`src/rtl/crc_frame_arbiter.sv`:
```
// crc_frame_arbiter: round-robin front end that shares one CRC encoder between two byte requesters.
// Optional feature macro: ARB_TIMEOUT_EN adds a WAIT_RES watchdog that returns err[owner] after TIMEOUT cycles.
module crc_frame_arbiter #(
    parameter int DW          = 8,
    parameter int RW          = 32,
    parameter int FRAME_BYTES = 4,
    parameter int TIMEOUT     = 64
) (
    input  logic          clk,
    input  logic          reset,
    input  logic [1:0]    req,
    input  logic [1:0]    push,
    input  logic [DW-1:0] data0,
    input  logic [DW-1:0] data1,
    output logic [1:0]    gnt,
    output logic [1:0]    res_valid,
    output logic [RW-1:0] res_data,
    output logic [1:0]    err,
    output logic          enc_startin,
    output logic          enc_pushin,
    output logic [DW-1:0] enc_datain,
    input  logic          enc_pushout,
    input  logic [RW-1:0] enc_dataout,
    output logic [1:0]    fsm_state
);

    typedef enum logic [1:0] {
        IDLE     = 2'd0,
        FEED     = 2'd1,
        WAIT_RES = 2'd2,
        RESP     = 2'd3
    } state_t;

    localparam logic [2:0] LAST_IDX = 3'(FRAME_BYTES - 1);

    state_t        state;
    state_t        state_n;
    logic          owner;
    logic          owner_n;
    logic          last_owner;
    logic          last_owner_n;
    logic [2:0]    count;
    logic [2:0]    count_n;
    logic [1:0]    gnt_n;
    logic [1:0]    res_valid_n;
    logic [RW-1:0] res_data_n;
    logic          enc_pushin_n;
    logic [DW-1:0] enc_datain_n;

    logic          winner;
    logic [1:0]    owner_onehot;
    logic [1:0]    winner_onehot;
    logic          owner_push;
    logic [DW-1:0] owner_data;

    // On a tie the requester that did not own the previous frame wins.
    assign winner        = (req == 2'b11) ? ~last_owner : req[1];
    assign winner_onehot = winner ? 2'b10 : 2'b01;
    assign owner_onehot  = owner ? 2'b10 : 2'b01;
    assign owner_push    = push[owner];
    assign owner_data    = owner ? data1 : data0;

    // The encoder sees the frame as active exactly on the cycles carrying a byte.
    assign enc_startin = enc_pushin;
    assign fsm_state   = state;

`ifdef ARB_TIMEOUT_EN
    localparam logic [7:0] WDOG_LAST = 8'(TIMEOUT - 1);

    logic [7:0] wdog;
    logic [7:0] wdog_n;
    logic [1:0] err_q;
    logic [1:0] err_n;

    assign err = err_q;
`else
    logic unused_timeout;

    assign unused_timeout = (TIMEOUT == 0);
    assign err            = 2'b00;
`endif

    always_comb begin
        state_n      = state;
        owner_n      = owner;
        last_owner_n = last_owner;
        count_n      = count;
        gnt_n        = gnt;
        res_valid_n  = 2'b00;
        res_data_n   = res_data;
        enc_pushin_n = 1'b0;
        enc_datain_n = enc_datain;
`ifdef ARB_TIMEOUT_EN
        wdog_n       = wdog;
        err_n        = 2'b00;
`endif

        case (state)
            IDLE: begin
                if (req != 2'b00) begin
                    owner_n = winner;
                    gnt_n   = winner_onehot;
                    count_n = 3'd0;
                    state_n = FEED;
                end
            end

            FEED: begin
                if (owner_push) begin
                    enc_pushin_n = 1'b1;
                    enc_datain_n = owner_data;
                    count_n      = count + 3'd1;
                    if (count == LAST_IDX) begin
                        gnt_n   = 2'b00;
                        state_n = WAIT_RES;
`ifdef ARB_TIMEOUT_EN
                        wdog_n  = 8'd0;
`endif
                    end
                end
            end

            WAIT_RES: begin
                if (enc_pushout) begin
                    res_data_n  = enc_dataout;
                    res_valid_n = owner_onehot;
                    state_n     = RESP;
                end
`ifdef ARB_TIMEOUT_EN
                else if (wdog == WDOG_LAST) begin
                    // Give up on the encoder: the owner gets an error instead of a result.
                    err_n        = owner_onehot;
                    last_owner_n = owner;
                    state_n      = IDLE;
                end else begin
                    wdog_n = wdog + 8'd1;
                end
`endif
            end

            RESP: begin
                last_owner_n = owner;
                state_n      = IDLE;
            end

            default: begin
                state_n = IDLE;
            end
        endcase
    end

    always_ff @(posedge clk or posedge reset) begin
        if (reset) begin
            state      <= IDLE;
            owner      <= 1'b0;
            last_owner <= 1'b1;
            count      <= 3'd0;
            gnt        <= 2'b00;
            res_valid  <= 2'b00;
            res_data   <= '0;
            enc_pushin <= 1'b0;
            enc_datain <= '0;
        end else begin
            state      <= state_n;
            owner      <= owner_n;
            last_owner <= last_owner_n;
            count      <= count_n;
            gnt        <= gnt_n;
            res_valid  <= res_valid_n;
            res_data   <= res_data_n;
            enc_pushin <= enc_pushin_n;
            enc_datain <= enc_datain_n;
        end
    end

`ifdef ARB_TIMEOUT_EN
    always_ff @(posedge clk or posedge reset) begin
        if (reset) begin
            wdog  <= 8'd0;
            err_q <= 2'b00;
        end else begin
            wdog  <= wdog_n;
            err_q <= err_n;
        end
    end
`endif

endmodule

```
`config.mk`:
```
export PLATFORM = sky130hd
export DESIGN_NAME = crc_frame_arbiter
export DESIGN_NICKNAME = d
export VERILOG_FILES = /design/src/rtl/crc_frame_arbiter.sv
export SDC_FILE = /design/constraint.sdc
export NUM_CORES = 1
export LEC_CHECK = 0
export ABC_AREA = 1
export CAP_MARGIN = 15
export CORE_UTILIZATION = 63
export CTS_BUF_LIST = sky130_fd_sc_hd__clkbuf_8
export DETAILED_ROUTE_END_ITERATION = 6
export DONT_BUFFER_PORTS = 1
export HOLD_SLACK_MARGIN = 0.15
export MAX_ROUTING_LAYER = met4
export PLACE_DENSITY = 0.78
export RECOVER_POWER = 25
export SETUP_SLACK_MARGIN = 0.4
export SYNTH_ARGS = -nofsm -noshare
export SYNTH_HDL_FRONTEND = slang
export SYNTH_SLANG_ARGS = --single-unit
export TNS_END_PERCENT = 10
```
`constraint.sdc`:
```
create_clock -name clk -period 2.5 [get_ports clk]
set_input_delay 0.25 -clock clk [delete_from_list [all_inputs] [get_ports clk]]
set_output_delay 0.25 -clock clk [all_outputs]
set_load 0.1 [all_outputs]
```
After elaboration in Yosys (flattened, before gate mapping):

Index checks and enable logic that the tools add are counted.

* register bits after elaboration: 52
* latch bits: 0
* memory bits (writable): 0
* ROM bits: 0
* input port bits: 55
* output and inout port bits: 50
* logic and storage cells: 52
* memories kept: 0

* add/sub/neg operators: 1
* multiply operators: 0
* div/mod/pow operators: 0
* magnitude comparators: 1
* eq/ne operators: 9
* shift operators: 0
* multiplexer cells: 22
* bitwise gates (word level): 1
* reductions and logical operators: 9

Operator list (number)
* 2-to-1 mux 2 bit: 11
* 2-to-1 mux 8 bit: 1
* inequality test 2 bit, second input constant: 4
* case mux 2 bit (4 select lines): 1
* AND reduction 4 bit: 2
* equality test 2 bit, second input constant: 3
* 2-to-1 mux 3 bit: 2
* case mux 3 bit (2 select lines): 1
* AND reduction 2 bit: 3
* 2-to-1 mux 1 bit: 5
* case mux 2 bit (2 select lines): 1
* nonzero test 2 bit: 2
* adder 3 x 1 -> 3 bit, second input constant: 1
* equality test 3 x 2 -> 1 bit, second input constant: 1
* AND reduction 3 bit: 1
* equality test 2 x 1 -> 1 bit, second input constant: 1
* zero test 2 bit: 1
* less-than comparator 1 x 2 -> 1 bit, second input constant: 1
* inverter 1 bit: 1

Depth between registers and ports, before layout:

Gate-level depths: netlist of run 1.

* depth after elaboration: 5
* depth in mapped cells: 9
* mapped depth without buffers: 9

Worst setup path after synthesis of run 1:

Ideal clock, no wire load.

* kind: register -> register
* from: register state[0] (netlist: fsm_state[0])
* to: register res_data[0]
* setup time: 126 ps
* arrival time: 2075 ps
* required time: 2374 ps
* slack: 299 ps
* cell stages (with the launch flop): 6
* path buffers: 1
* period minus slack after synthesis: 2201 ps
* path through: dfrtp_1 -> inv_1 -> ha_1 -> nand2_2 -> buf_6 -> mux2_2

* longest elaborated chain between the ends: 2

RTL lines
* start: declaration: line 36 `state_t state;`
* start signal: assignment: line 164 `state <= state_n;`
* equality test 2 bit: line 98 `case (state)`
* AND reduction 2 bit (no line)
* end signal: assignment: line 170 `res_data <= res_data_n;`
* end: declaration: line 17 `output logic [RW-1:0] res_data,`

Every way passes these cells.
A chain may end at the register's enable or synchronous reset.

Final worst setup path of run 1:

* from: register state[0] (netlist: fsm_state[0])
* to: register enc_datain[3]

* longest elaborated chain between the ends: 2

RTL lines
* equality test 2 x 1 -> 1 bit: line 98
* AND reduction 2 bit (no line)
* end signal: assignment: line 172 `enc_datain <= enc_datain_n;`
* end: declaration: line 21 `output logic [DW-1:0] enc_datain,`

Every way passes these cells.

==> metrics, run 1 <==
largest net degree at the start of global routing 53; CP startpoint kind flip-flop; Core Util, Final 82.6%; DRC viols 0; synth top area cells dfrtp_1 (55%), mux2_2 (15%), nand2_1 (9.0%); Min-Delay Path Class in2reg; Pins Over Slew Limit 0; crit share post-route 73.8%; WL per Instance 17.5 um; ANT cells 0; Synth Cell Area 2330 sq um; Die Height 62.8 um; flops & latches, synth 52; vias after detailed routing 1650; WS Path Type reg2reg; Worst Setup SP fsm_state[0]$_DFFE_PP0P_; Skew-Pair Late Insertion Delay 0.30 ns; first-pass GRT wire length 8290 um; Final #Nets 314; DRT iter0 DRCs 133; Placer Congestion 0.827; asr flop ratio synth 100%; TNS Setup 0 ns; Core ar. 3440 sq um; Worst Reg-to-Reg Cells 5; clock skew 0.0101 ns; Root Driver clkbuf_8; required time of the critical path 2.70 ns; synth cell count leaders nand2_1 (56), dfrtp_1 (51), mux2_2 (32), inv_1 (18), o21ai_0 (10); initial core utilization 67.6%; maximum clock frequency 542 MHz; DR vias/cell 5.54; final hold violation count 0; Worst EP arrival 2.05 ns; Final WS setup 0.655 ns; Fill cells 199; # rows 21; top-count cell post-synth nand2_1; Crit. End Element flip-flop; synth-to-layout area growth 22.1%; die outline width 62.8 um; CTS tree done; Routed Antenna Nets 0; remaining global-route overflow 0; yosys warns 0; worst r2r dst enc_datain[3]$_DFFE_PP0P_; layout cells sized above 1 23.4%; reg2reg setup slack 0.65 ns; WHS 0.173 ns; Worst Hold Path EP enc_datain[1]$_DFFE_PP0P_; initial antenna violation count 0; die area 3940 sq um; H-tree Lvls 2; # clock sinks 52; status finished, final reports clean; # port buffers 0; final setup vio count 0; Post-synth EDFFs 0; dpl ws 0.701 ns; number of global-route vias before repair 1707; Num CTS Buffers 5; register area share after synthesis 56.0%; # Max-Cap Violations 0; Slew headroom 28.4%; Avg Inst Size Synth 11.0 sq um; iteration count of the initial detailed-routing pass 4; Distinct cells, synth 21; leading area contributor after synthesis dfrtp_1; Mapped Cells 211; CP max FO 17; minimum clock period 1.85 ns; hpwl dp 3160 um; routed wire length 5220 um; GRT Overall Usage 28.6%; clock slew at reported path FFs 0.09 ns; # IOs 105; Hold Path Cell Cnt 4; Top FF cell, synth dfrtp_1; Clock Tree Buf Depth 2; Worst Max-Slew Pin Slew 1.07 ns; RSZ-0062 raised after global routing no; worst hold start data0[1]; reg2reg start fsm_state[0]$_DFFE_PP0P_; share of the synthesized area in the top cell type 54.8%
==> kinds of logic (layout without fill, tap and decap cells) <==
group | after synthesis | count (layout) | share of synthesized area, %
AND/OR/NAND/NOR | 76 | 76 | 13.9
flip-flops | 52 | 52 | 56.0
multiplexers | 32 | 32 | 15.5
buffers and inverters | 28 | 68 | 6.40
AO/OA/AOI/OAI | 14 | 14 | 3.76
adder cells (fa/ha/maj) | 8 | 8 | 4.30
other | 1 | 2 | 0.161
==> layout by cell type (no fill, tap or decap), types with 2 or more instances in the layout <==
| cell | synthesis | routed |
|---|---|---|
| nand2_1 | 56 | 56 |
| dfrtp_1 | 51 | 49 |
| dlygate4sd3_1 | 0 | 34 |
| mux2_2 | 32 | 32 |
| inv_1 | 18 | 18 |
| o21ai_0 | 10 | 10 |
| ha_1 | 8 | 8 |
| nand4_1 | 7 | 7 |
| buf_4 | 3 | 6 |
| nor2_1 | 5 | 5 |
| clkbuf_8 | 0 | 5 |
| nand2_2 | 4 | 4 |
| a21oi_1 | 2 | 2 |
| nand3_1 | 2 | 2 |
| conb_1 | 1 | 2 |
| bufinv_16 | 0 | 2 |
| dfrtp_2 | 0 | 2 |
==> through the flow <==
step           cells  instance area, sq um
2_1_floorplan    212                  2330
3_3_place_gp     255                  2360
3_5_place_dp     255                  2360
4_1_cts          297                  2840
5_1_grt          298                  2840
6_report         298                  2840
==> critical path: stages (launching register included) <==
cell,delay (ns)
dfrtp_2,0.37
buf_4,0.31
ha_1,0.34
a21boi_4,0.47
nand2_1,0.12
o21ai_0,0.13
==> area by class of cell <==
type	count	area [sq um]	area share [%]
Inverter	19	71.3	2.51
Timing Repair Buffer	41	390	13.7
Clock buffer	5	68.8	2.42
Sequential cell	52	1310	45.9
Multi-Input combinational cell	132	880	31.0
Tap cell	46	57.6	2.03
Clock inverter	3	68.8	2.42
==> flip-flops by register name, summed over array words and instances (netlist names) <==
register,count
fsm_state,2
res_valid,2
enc_pushin,1
last_owner,1
res_data,32
owner,1
count,3
gnt,2
enc_datain,8
==> worst max-delay path by stage <==
| stage | slack [ns] | depth (start not counted) | to |
|---|---|---|---|
| after floorplan | 0.40 | 6 | gnt[0]$_DFFE_PP0P_ |
| after global placement | 0.80 | 4 | res_data[0]$_DFFE_PP0P_ |
| after detailed placement | 0.70 | 4 | res_data[19]$_DFFE_PP0P_ |
| after CTS | 0.68 | 4 | enc_datain[4]$_DFFE_PP0P_ |
| after global routing | 0.52 | 3 | enc_pushin$_DFF_PP0_ |
| final | 0.65 | 5 | enc_datain[3]$_DFFE_PP0P_ |
==> metal layers <==
layer  track usage, %  vias up  share of wire (%)
met5                -        -                  0
met4             8.43        0                2.3
met3             7.66       14                6.7
met2             50.4       79                 55
met1             31.6      805                 36
li1                 -      752                  -
==> timing repair <==
action / 4_1_cts / 5_1_grt
endpoints found under the hold margin: 85 / 0
buffers inserted: 0 / 0
hold buffers: 34 / 0
resized for setup: 0 / 0
Power of run 1 is not shown: default switching activity piles up to over one toggle a cycle in this logic, so the estimate is an artifact.
==> run 2: changes to the inputs <==
==> constraint.sdc (replaced) <==
create_clock -name clk -period 1.82 [get_ports clk]
set_input_delay 0.182 -clock clk [delete_from_list [all_inputs] [get_ports clk]]
set_output_delay 0.182 -clock clk [all_outputs]
set_load 0.1 [all_outputs]
==> run 2 against run 1 <==
  * The flow now stops in clock tree synthesis (4_1_cts)
  * Synthesized cell count did not move
  * Synthesized area did not move
==> metrics, run 2 <==
H-tree Lvls 2 (unchanged); # rows 21 (unchanged); Synth Area in Compound Gates 3.76% (unchanged); Distinct cells, synth 21 (unchanged); Failed at clock tree synthesis (4_1_cts); largest family of logic cells by synthesized area multiplexers (unchanged); placed cell count 298 (was 255); Top FF cell, synth dfrtp_1 (unchanged); synth top area cells dfrtp_1 (55%), mux2_2 (15%), nand2_1 (9.0%) (unchanged); xor/xnor cell area share of the yosys netlist 0% (unchanged); # IOs 105 (unchanged); Root Driver clkbuf_8 (unchanged); initial core utilization 67.6% (unchanged); Clock Tree Buf Depth 2 (unchanged); top-count cell post-synth nand2_1 (unchanged); Synth Cell Area 2330 sq um (unchanged); status aborted with a tool error (was finished, final reports clean); Placer Congestion 0.812 (was 0.827); flops & latches, synth 52 (unchanged); Avg Inst Size Synth 11.0 sq um (unchanged); share of the synthesized area in the top cell type 54.8% (unchanged); Die Height 62.8 um (unchanged); leading area contributor after synthesis dfrtp_1 (unchanged); Adder-Cell Fraction of Synth Area 4.30% (unchanged); # port buffers 0 (unchanged); Synth Area in Simple Gates 13.9% (unchanged); synth cell count leaders nand2_1 (56), dfrtp_1 (51), mux2_2 (32), inv_1 (18), o21ai_0 (10) (unchanged); Num CTS Buffers 5 (unchanged); Halt Reason [ERROR DPL-0033] detailed placement checks failed during check placement.; mux cell area share after synthesis 15.5% (unchanged); # clock sinks 52 (unchanged); hold_buf cts 48 (was 34); Mapped Cells 211 (unchanged); die outline width 62.8 um (unchanged); yosys warns 0 (unchanged); hpwl dp 3870 um (was 3160 um); Post-synth EDFFs 0 (unchanged); post-CTS setup buffers 3 (was 0); Resize count post-CTS 1 (was 0); asr flop ratio synth 100% (unchanged); register area share after synthesis 56.0% (unchanged)
run 2: logic make-up after synthesis:
logic type,count (synthesis)
AO/OA/AOI/OAI,14
adder cells (fa/ha/maj),8
buffers and inverters,28
flip-flops,52
multiplexers,32
other,1
AND/OR/NAND/NOR,76
run 2: metrics by stage:
step,area [sq um],setup slack (ns),hold slack (ns)
after detailed placement,2810,0.269,0.281
after global placement,2810,0.384,0.264
after floorplan,2480,0.128,0.331
==> run 3: changes to the inputs <==
==> config.mk (replaced) <==
export PLATFORM = sky130hd
export DESIGN_NAME = crc_frame_arbiter
export DESIGN_NICKNAME = d
export VERILOG_FILES = /design/src/rtl/crc_frame_arbiter.sv
export SDC_FILE = /design/constraint.sdc
export NUM_CORES = 1
export LEC_CHECK = 0
export ABC_AREA = 1
export CAP_MARGIN = 15
export CORE_UTILIZATION = 40
export DETAILED_ROUTE_END_ITERATION = 6
export DONT_BUFFER_PORTS = 1
export PLACE_DENSITY_LB_ADDON = 0.15
export RECOVER_POWER = 25
export SYNTH_ARGS = -nofsm -noshare
export SYNTH_HDL_FRONTEND = slang
export SYNTH_SLANG_ARGS = --single-unit
export TNS_END_PERCENT = 10
==> run 3 against run 2 <==
  * The run now ends clean
==> metrics, run 3 (synthesis results as in run 1) <==
status finished, final reports clean (was aborted with a tool error); Root Driver clkbuf_8 (unchanged); CP peak stage delay 0.44 ns; initial antenna violation count 0; remaining global-route overflow 0; Placer Congestion 0.695 (was 0.812); # clock sinks 52 (unchanged); Worst Path Buf+Inv 2; Core ar. 5540 sq um; placed cell count 326 (was 298); # Max-Cap Violations 0; CTS tree done; crit-path leading delay family flip-flops; clock skew 0.00274 ns; DRC viols 0; largest registers res_data: 32 flops, enc_datain: 8 flops, count: 3 flops; layout cells sized above 1 39.2%; vias after detailed routing 1593; Die Height 78.3 um (was 62.8 um); commonest non-fill, non-tap cell in the layout nand2_1; synth-to-layout area growth 23.3%; first-pass GRT wire length 7360 um; Routed Antenna Nets 0; CP max-delay cell dfrtp_2; Crit. End Element flip-flop; crit share post-route 86.6%; TNS Setup 0 ns; final hold violation count 0; DR vias/cell 4.76; Clock Tree Buf Depth 2 (unchanged); Worst Max-Slew Pin Slew 0.621 ns; maximum clock frequency 634 MHz; Biggest register res_data; largest net degree at the start of global routing 33; die area 6130 sq um; GRT Overall Usage 15.6%; leading cell types in the layout, fill and taps excluded nand2_1 (57), dfrtp_1 (48), buf_4 (47); RSZ-0062 raised after global routing no; H-tree Lvls 2 (unchanged); Worst EP arrival 1.77 ns; minimum clock period 1.58 ns; # IOs 105 (unchanged); clock slew at reported path FFs 0.09 ns; routed wire length 4450 um; Min-Delay Path Class in2reg; WL per Instance 13.3 um; Slew headroom 58.6%; max reg flops 32; reg2reg setup slack 0.24 ns; Fill cells 530; Num CTS Buffers 5 (unchanged); initial core utilization 42.0% (was 67.6%); WHS 0.0226 ns; Final #Nets 325; Non-Filler Instances 335; CP max FO 5; worst path cell trace inv_1, ha_1, inv_1, o21ai_0, nand3_1, nand2_1, nand2_1; Pins Over Slew Limit 0; ANT cells 0; required time of the critical path 2.02 ns; final setup vio count 0; Skew-Pair Late Insertion Delay 0.30 ns; dpl ws 0.255 ns (was 0.269 ns); # rows 27 (was 21); iteration count of the initial detailed-routing pass 4; WS Path Type reg2reg; hpwl dp 3360 um (was 3870 um); Resize count post-CTS 0 (was 1); # port buffers 0 (unchanged); CP startpoint kind flip-flop; Final WS setup 0.243 ns; DRT iter0 DRCs 50; number of global-route vias before repair 1574; die outline width 78.3 um (was 62.8 um)
## run 3: per-layer routing
metal / track usage [%] / vias to the layer above / routed length (um)
met3: 4.65 / 8 / 293
met2: 27.1 / 52 / 2230
met4: 5.74 / 0 / 75
met5: 0 / - / 0
li1: - / 779 / -
met1: 18.0 / 754 / 1850
## run 3: per-stage QoR
stage	utilization, %	area, sq um
after global placement	49.7	2760
after global routing	51.8	2870
after floorplan	-	2330
after CTS	51.9	2880
after detailed placement	49.7	2760
final	51.8	2870
## run 3: path summary, 6_finish.rpt
check,start,endpoint,cells past startpoint
setup / recovery,fsm_state[1]$_DFFE_PP0P_,gnt[0]$_DFFE_PP0P_,7
hold / removal,enc_dataout[3],res_data[3]$_DFFE_PP0P_,1
setup reg to reg,fsm_state[1]$_DFFE_PP0P_,gnt[0]$_DFFE_PP0P_,7
hold reg to reg,count[2]$_DFFE_PP0P_,count[2]$_DFFE_PP0P_,2
max in group asynchronous,reset,enc_pushin$_DFF_PP0_,3
min in group asynchronous,reset,res_data[10]$_DFFE_PP0P_,2
## run 3: worst register-to-register path, cell delays in order, from the launching register on
cell and delay [ns]:
dfrtp_2 0.44, inv_1 0.13, ha_1 0.21, inv_1 0.07
o21ai_0 0.32, nand3_1 0.15, nand2_1 0.08, nand2_1 0.06
## run 3: cell type report
cell class              instances  area, sq um  area share [%]
well taps                      72         90.1            3.14
repair buffers                 52          413            14.4
clock buffers                   6         72.6            2.53
flip-flops and latches         52         1310            45.5
clock inverters                 2         38.8            1.35
inverters                      19         71.3            2.49
multi-input cells             132          877            30.6
## run 3: repair_timing
item | in CTS | in global routing
hold endpoints to repair | 13 | 0
hold buffers | 1 | 0
setup buffers | 0 | 0
Power of run 3 is left out for the same reason.
